==> config.mk <==
export PLATFORM = sky130hd
export DESIGN_NAME = hier_stream_decoder
export DESIGN_NICKNAME = d
export VERILOG_FILES = /design/src/rtl/hier_pkg.sv /design/src/rtl/hier_stack.sv /design/src/rtl/hier_stream_decoder.sv
export SDC_FILE = /design/constraint.sdc
export NUM_CORES = 1
export LEC_CHECK = 0
export CAP_MARGIN = 10
export CORE_AREA = 2 2 78 136
export DETAILED_ROUTE_END_ITERATION = 8
export DIE_AREA = 0 0 80 138
export PLACE_DENSITY_LB_ADDON = 0.15
export SYNTH_ARGS = -nofsm -noshare
export SYNTH_HDL_FRONTEND = slang
export SYNTH_SLANG_ARGS = --single-unit
==> constraint.sdc <==
create_clock -name clk -period 2.7 [get_ports clk]
set_input_delay 0.27 -clock clk [delete_from_list [all_inputs] [get_ports clk]]
set_output_delay 0.27 -clock clk [all_outputs]
set_load 0.02 [all_outputs]
==> src/rtl/hier_pkg.sv <==
// ---------------------------------------------------------------------------
// hier_pkg
// Shared types for the depth-first hierarchy token stream decoder.
//   - hier_state_e : decoder FSM states (START expects a root, RUN decodes,
//                    DRAIN discards a malformed tree up to its last token)
//   - token_t      : one (depth, id, last) token at the default widths
//   - edge_t       : one reconstructed parent->child edge at default widths
//   - sat_inc16    : saturating 16-bit increment used by the statistics
// No ports (package).
// ---------------------------------------------------------------------------
package hier_pkg;

    localparam int HIER_ID_W      = 8;
    localparam int HIER_MAX_DEPTH = 8;
    localparam int HIER_DEPTH_W   = $clog2(HIER_MAX_DEPTH + 1);

    typedef enum logic [1:0] {
        ST_START = 2'd0,
        ST_RUN   = 2'd1,
        ST_DRAIN = 2'd2
    } hier_state_e;

    typedef struct packed {
        logic [HIER_DEPTH_W-1:0] depth;
        logic [HIER_ID_W-1:0]    id;
        logic                    last;
    } token_t;

    typedef struct packed {
        logic [HIER_ID_W-1:0]    parent;
        logic [HIER_ID_W-1:0]    child;
        logic [HIER_DEPTH_W-1:0] depth;
        logic                    root;
    } edge_t;

    function automatic logic [15:0] sat_inc16(input logic [15:0] v);
        return (v == 16'hFFFF) ? v : v + 16'd1;
    endfunction

endpackage

==> src/rtl/hier_stack.sv <==
// ---------------------------------------------------------------------------
// hier_stack
// Ancestor stack: DEPTH x ID_W register file holding the most recent node id
// seen at each depth. One combinational read port, one write port,
// synchronous clear.
// Ports:
//   clk    in   clock
//   clr    in   synchronous clear of every entry
//   we     in   write enable
//   waddr  in   write address (depth of the node being pushed)
//   wdata  in   node id to store
//   raddr  in   read address (depth of the wanted parent)
//   rdata  out  stored id at raddr
// ---------------------------------------------------------------------------
module hier_stack #(
    parameter int ID_W  = 8,
    parameter int DEPTH = 8,
    parameter int AW    = (DEPTH > 1) ? $clog2(DEPTH) : 1
) (
    input  logic            clk,
    input  logic            clr,
    input  logic            we,
    input  logic [AW-1:0]   waddr,
    input  logic [ID_W-1:0] wdata,
    input  logic [AW-1:0]   raddr,
    output logic [ID_W-1:0] rdata
);

    logic [ID_W-1:0] mem_q [DEPTH];

    always_ff @(posedge clk) begin
        if (clr) begin
            for (int i = 0; i < DEPTH; i++) begin
                mem_q[i] <= '0;
            end
        end else if (we) begin
            mem_q[waddr] <= wdata;
        end
    end

    assign rdata = mem_q[raddr];

endmodule

==> src/rtl/hier_stream_decoder.sv <==
// ---------------------------------------------------------------------------
// hier_stream_decoder
// Consumes (depth, id) tokens in depth-first pre-order and emits one
// parent->child edge per legal token. A malformed tree (depth jump > 1,
// non-root first token, or depth >= MAX_DEPTH) raises a one-cycle error
// pulse and every token up to the tree's last token is discarded.
//
// Handshake: a transfer happens on a rising edge where valid && ready are
// both high; valid holds its payload stable until that edge, and ready may
// depend combinationally on the opposite side's ready (in_ready follows
// out_ready through the single output register).
//
// Build option: define HIER_DEC_STATS_EN to build the node_count/max_depth
// statistics; otherwise both outputs are tied to 0.
//
// Ports:
//   clk, rst                  clock, synchronous active-high reset
//   in_valid/in_ready         token handshake
//   in_depth/in_id/in_last    token payload
//   out_valid/out_ready       edge handshake
//   out_parent/out_child      edge ids (parent 0 for a root)
//   out_depth/out_root        child depth, child is a root
//   err_jump/err_ovf/done     one-cycle status pulses
//   node_count/max_depth      per-tree statistics
// ---------------------------------------------------------------------------
module hier_stream_decoder
    import hier_pkg::*;
#(
    parameter int ID_W      = HIER_ID_W,
    parameter int MAX_DEPTH = HIER_MAX_DEPTH,
    parameter int DEPTH_W   = $clog2(MAX_DEPTH + 1)
) (
    input  logic               clk,
    input  logic               rst,
    input  logic               in_valid,
    output logic               in_ready,
    input  logic [DEPTH_W-1:0] in_depth,
    input  logic [ID_W-1:0]    in_id,
    input  logic               in_last,
    output logic               out_valid,
    input  logic               out_ready,
    output logic [ID_W-1:0]    out_parent,
    output logic [ID_W-1:0]    out_child,
    output logic [DEPTH_W-1:0] out_depth,
    output logic               out_root,
    output logic               err_jump,
    output logic               err_ovf,
    output logic               done,
    output logic [15:0]        node_count,
    output logic [DEPTH_W-1:0] max_depth
);

    localparam int AW = (MAX_DEPTH > 1) ? $clog2(MAX_DEPTH) : 1;
    // One extra bit so prev+1 and the MAX_DEPTH bound never wrap.
    localparam logic [DEPTH_W:0] MAXD_X = (DEPTH_W+1)'(MAX_DEPTH);
    localparam logic [DEPTH_W:0] ONE_X  = (DEPTH_W+1)'(1);

    hier_state_e        state_q, state_d;
    logic [DEPTH_W-1:0] prev_q, prev_d;
    logic               out_valid_q, out_valid_d;
    logic [ID_W-1:0]    out_parent_q, out_parent_d;
    logic [ID_W-1:0]    out_child_q, out_child_d;
    logic [DEPTH_W-1:0] out_depth_q, out_depth_d;
    logic               out_root_q, out_root_d;
    logic               err_jump_q, err_jump_d;
    logic               err_ovf_q, err_ovf_d;
    logic               done_q, done_d;

    logic               accept, is_ovf, is_jump, legal;
    logic [DEPTH_W:0]   depth_x, prev_x;
    logic [ID_W-1:0]    stk_rdata;

    assign in_ready = (state_q == ST_DRAIN) || !out_valid_q || out_ready;
    assign accept   = in_valid && in_ready;
    assign depth_x  = {1'b0, in_depth};
    assign prev_x   = {1'b0, prev_q};

    // Overflow outranks a jump; the first token of a tree only has to be a root.
    always_comb begin
        is_ovf  = 1'b0;
        is_jump = 1'b0;
        if (state_q == ST_START) begin
            is_jump = (in_depth != '0);
        end else if (state_q == ST_RUN) begin
            if (depth_x >= MAXD_X) begin
                is_ovf = 1'b1;
            end else if (depth_x > prev_x + ONE_X) begin
                is_jump = 1'b1;
            end
        end
    end

    assign legal = (state_q != ST_DRAIN) && !is_ovf && !is_jump;

    // Parent is read at depth-1 in the same cycle the child is written at depth.
    hier_stack #(
        .ID_W  (ID_W),
        .DEPTH (MAX_DEPTH),
        .AW    (AW)
    ) u_stack (
        .clk   (clk),
        .clr   (rst),
        .we    (accept && legal),
        .waddr (in_depth[AW-1:0]),
        .wdata (in_id),
        .raddr (in_depth[AW-1:0] - AW'(1)),
        .rdata (stk_rdata)
    );

    always_comb begin
        state_d      = state_q;
        prev_d       = prev_q;
        out_valid_d  = out_valid_q && !out_ready;
        out_parent_d = out_parent_q;
        out_child_d  = out_child_q;
        out_depth_d  = out_depth_q;
        out_root_d   = out_root_q;
        err_jump_d   = 1'b0;
        err_ovf_d    = 1'b0;
        done_d       = 1'b0;
        if (accept) begin
            err_jump_d = is_jump;
            err_ovf_d  = is_ovf;
            done_d     = in_last;
            if (legal) begin
                out_valid_d  = 1'b1;
                out_root_d   = (in_depth == '0);
                out_parent_d = (in_depth == '0) ? '0 : stk_rdata;
                out_child_d  = in_id;
                out_depth_d  = in_depth;
                prev_d       = in_depth;
                state_d      = ST_RUN;
            end else begin
                state_d = ST_DRAIN;
            end
            if (in_last) begin
                state_d = ST_START;
            end
        end
    end

    always_ff @(posedge clk) begin
        if (rst) begin
            state_q      <= ST_START;
            prev_q       <= '0;
            out_valid_q  <= 1'b0;
            out_parent_q <= '0;
            out_child_q  <= '0;
            out_depth_q  <= '0;
            out_root_q   <= 1'b0;
            err_jump_q   <= 1'b0;
            err_ovf_q    <= 1'b0;
            done_q       <= 1'b0;
        end else begin
            state_q      <= state_d;
            prev_q       <= prev_d;
            out_valid_q  <= out_valid_d;
            out_parent_q <= out_parent_d;
            out_child_q  <= out_child_d;
            out_depth_q  <= out_depth_d;
            out_root_q   <= out_root_d;
            err_jump_q   <= err_jump_d;
            err_ovf_q    <= err_ovf_d;
            done_q       <= done_d;
        end
    end

    assign out_valid  = out_valid_q;
    assign out_parent = out_parent_q;
    assign out_child  = out_child_q;
    assign out_depth  = out_depth_q;
    assign out_root   = out_root_q;
    assign err_jump   = err_jump_q;
    assign err_ovf    = err_ovf_q;
    assign done       = done_q;

`ifdef HIER_DEC_STATS_EN
    logic [15:0]        cnt_q, cnt_d;
    logic [DEPTH_W-1:0] maxd_q, maxd_d;

    // Dropped tokens count too; the first token of a tree restarts both stats.
    always_comb begin
        cnt_d  = cnt_q;
        maxd_d = maxd_q;
        if (accept) begin
            if (state_q == ST_START) begin
                cnt_d  = 16'd1;
                maxd_d = in_depth;
            end else begin
                cnt_d  = sat_inc16(cnt_q);
                maxd_d = (in_depth > maxd_q) ? in_depth : maxd_q;
            end
        end
    end

    always_ff @(posedge clk) begin
        if (rst) begin
            cnt_q  <= '0;
            maxd_q <= '0;
        end else begin
            cnt_q  <= cnt_d;
            maxd_q <= maxd_d;
        end
    end

    assign node_count = cnt_q;
    assign max_depth  = maxd_q;
`else
    assign node_count = '0;
    assign max_depth  = '0;
`endif

endmodule

==> flow_summary_export.csv <==
group,metric,value,unit
critical_path,cp_slowest_cell,"or4_4",
synthesis,synthMuxAreaShare,8.27,%
critical_path,path_cells,"ha_1, inv_2, ha_4, nor2b_1, o211ai_1, a21oi_2, or4_4, o21bai_4",
critical_path,rr_startpoint,"out_depth[0]",
clock_network,cts_tree,"built",
worst_hold_path,min_from,"out_root",
final_layout,num-nets-final,471,
die,die_area,11000,um2
clock_network,clkSinkCount,91,
final_layout,seq_area,2460,um2
global_routing,grt_max_degree,24,
worst_hold_path,worstHoldPathCells,2,
global_routing,grt_pass1_wl,17.6,mm
synthesis,ys_warn_count,0,
final_layout,fill_cells,910,
timing,hold_ws,479,ps
global_routing,grt_usage,21.8,%
timing,fin_crit_sh,94.7,%
final_layout,multi_input_area,1710,um2
synthesis,netlist_area,4360,um2
timing,min_period,2560,ps
drt,wl,11.2,mm
synthesis,synth-compound-area-share,9.73,%
die,io_pins,63,
synthesis,synth_top_family_by_area,"simple AND/OR/NAND/NOR gates",
final_layout,drive_above_1_share,19.9,%
timing,clock-skew-final,8.56,ps
timing,timing.fmax,391,MHz
drt,avgRoutedWirePerCell,19.4,um
critical_path,path_buf_inv,1,
critical_path,crit_required,2730,ps
worst_hold_path,hold_end,"out_root",
critical_path,worstSetupPathType,"register to register",
timing,rsz0062_at_grt,"false",
power_and_ir_drop,power,3.13,mW
critical_path,crit_family,"simple AND/OR/NAND/NOR gates",
power_and_ir_drop,p_leak,1.87,nW
place,place_ws,-53.2,ps
critical_path,critPathMaxFanout,8,
place,dp_hpwl,8.12,mm
die,start_util,43.4,%
clock_network,clockBufferDepth,2,
critical_path,r2r_slack,140,ps
drt,via_count,3108,
synthesis,synth-xor-area-share,0.402,%
die,fp-row-count,49,
global_routing,grt-busiest-layer,"met2",
clock_network,clk_latency,350,ps
worst_hold_path,holdCritPathClass,"register to register",
critical_path,r2r-end,"u_stack.mem_q[7][2]",
place,gp_congestion,0.860,
clock_network,post_cts_buffers,0,
timing,final-setup-viol-count,0,
critical_path,worst_setup_path_start_kind,"register",
synthesis,avgSynthCellArea,11.2,um2
power_and_ir_drop,p_per_area,588,nW/um2
timing,slew_violations,0,
clock_network,cts_made_buffers,9,
timing,finalHoldViolCount,0,
die,core,10100,um2
critical_path,cp-end-kind,"register",
job,maxCapViolCount,0,
synthesis,synth_edf_count,64,
synthesis,ys_async_sr_fraction,0,%
timing,setup_slack,142,ps
power_and_ir_drop,ir_worst_vdd,0.365,mV
clock_network,htree_levels,3,
run_status,outcome,"finished clean",
synthesis,synth-simple-area-share,16.3,%
global_routing,grt_pass1_vias,3186,
synthesis,synth_cells,388,
global_routing,overflow,0,
place,io_buffers,42,
synthesis,synthDistinctLibCells,41,
synthesis,synth-adder-area-share,1.72,%
global_routing,grtUsageMet3,4.50,%
critical_path,reg2reg_depth,8,
clock_network,postCtsHoldBufs,0,
synthesis,yosysSeqAreaShare,56.5,%
drt,detail-route-antenna-nets,0,
synthesis,yosys_most_used_dff,"edfxtp_1",
critical_path,critPathMaxStageDelay,560,ps
clock_network,root_buffer,"clkbuf_16",
global_routing,met2_usage,38.0,%
synthesis,ys_ff_latch,91,
drt,drt_pass1_iterations,4,
drt,viasPerCell,5.36,
drt,drc,0,
clock_network,clk_pin_slew,70,ps
die,die_x,80,um
final_layout,antenna_cells,0,
die,fp.dieH,138,um
critical_path,arrival,2580,ps
drt,drt_iter0_markers,155,
global_routing,antenna_found_initial,0,
final_layout,area_delta_synth_final,22.2,%
global_routing,grt.met1_usage,25.2,%
-- final cells by class --
class                      count  share of cell area, %
clock buffer                   9                   4.23
clock inverter                 7                   1.39
inverter                       6                  0.446
multi-input combinational    264                   32.0
sequential                    91                   46.3
tap                          127                   2.98
timing repair buffer          76                   12.7
-- flip-flops by register name, summed over array words and instances (netlist names) --
name	flops
out_valid	1
state_q	2
out_root	1
out_parent	8
err_jump	1
err_ovf	1
done	1
out_child	8
out_depth	4
u_stack.mem_q	64
-- metal layers --
metal	up-vias	part of all wire, %
met3	25	3.4
met2	91	56
met1	1520	37
li1	1472	-
met5	-	0
met4	0	3.4
-- per-stage QoR --
stage / cells / TNS, ps / util, % / instance area, um2
2_1_floorplan: 407 / -5880 / - / 4450
3_5_place_dp: 564 / -810 / 49.8 / 5010
4_1_cts: 580 / 0 / 52.8 / 5310
6_report: 580 / 0 / 53.0 / 5330
5_1_grt: 580 / 0 / 53.0 / 5330
3_3_place_gp: 564 / -96.3 / 49.8 / 5010
-- logic make-up (layout without fill, tap and decap cells) --
group / after synthesis / in the layout
AND/OR/NAND/NOR: 143 / 143
flip-flops: 91 / 91
AO/OA/AOI/OAI: 77 / 77
buffers and inverters: 52 / 98
multiplexers: 16 / 16
adder cells (fa/ha/maj): 6 / 6
XOR/XNOR: 2 / 2
other: 1 / 20
-- report_power, final --
group | internal, mW | total [mW] | switching, mW
sequential | 1.53 | 1.54 | 0.0140
combinational | 0.124 | 0.315 | 0.191
clock | 0.723 | 1.27 | 0.550
total | 2.38 | 3.13 | 0.755
-- worst max-delay path by stage --
stage                            start                  end  slack (ps)  depth (start not counted)
after global placement     in_depth[1]  u_stack.mem_q[7][1]         -10                          7
after floorplan           out_depth[0]  u_stack.mem_q[0][0]        -120                          9
after global routing      out_depth[0]  u_stack.mem_q[7][2]          20                          8
after detailed placement   in_depth[1]  u_stack.mem_q[7][1]         -50                          7
after CTS                 out_depth[0]  u_stack.mem_q[7][2]         100                          8
final                     out_depth[0]  u_stack.mem_q[7][2]         140                          8
-- placed cells by master (no fill, tap or decap), drive strengths merged, types with 20 or more instances in the layout --
cell type,n
nor2,72
edfxtp,64
clkdlybuf4s50,42
o21ai,38
buf,34
nand2,27
dfxtp,27
a21oi,25
nand3,24
conb,20
-- timing repair --
item	in CTS	in global routing
endpoints found under the hold margin	0	0
gates resized for setup	0	5
setup endpoints to repair	0	16
-- synth_stat cells (2+ instances only) --
master	n	area, um2
nor2_1	62	233
inv_1	5	18.8
mux4_2	16	360
nand4_1	4	25.0
buf_6	2	22.5
clkbuf_1	19	71.3
edfxtp_1	64	1920
buf_2	2	10.0
nor2b_1	3	18.8
buf_4	20	150
and2_1	2	12.5
buf_1	2	7.51
nor3_1	2	10.0
a21oi_1	25	125
nand3_1	24	120
o21ai_0	37	185
ha_1	6	75.1
nor3b_1	2	15.0
nor2_4	10	113
dfxtp_1	27	541
o21bai_1	8	60.1
nand2_1	27	101
-- tightest hold or removal path: stages, from the launching register on --
cell and delay [ps]:
dfxtp_1 310, o21ai_0 60, a21oi_1 60
Power figures use the tool's default switching activity.
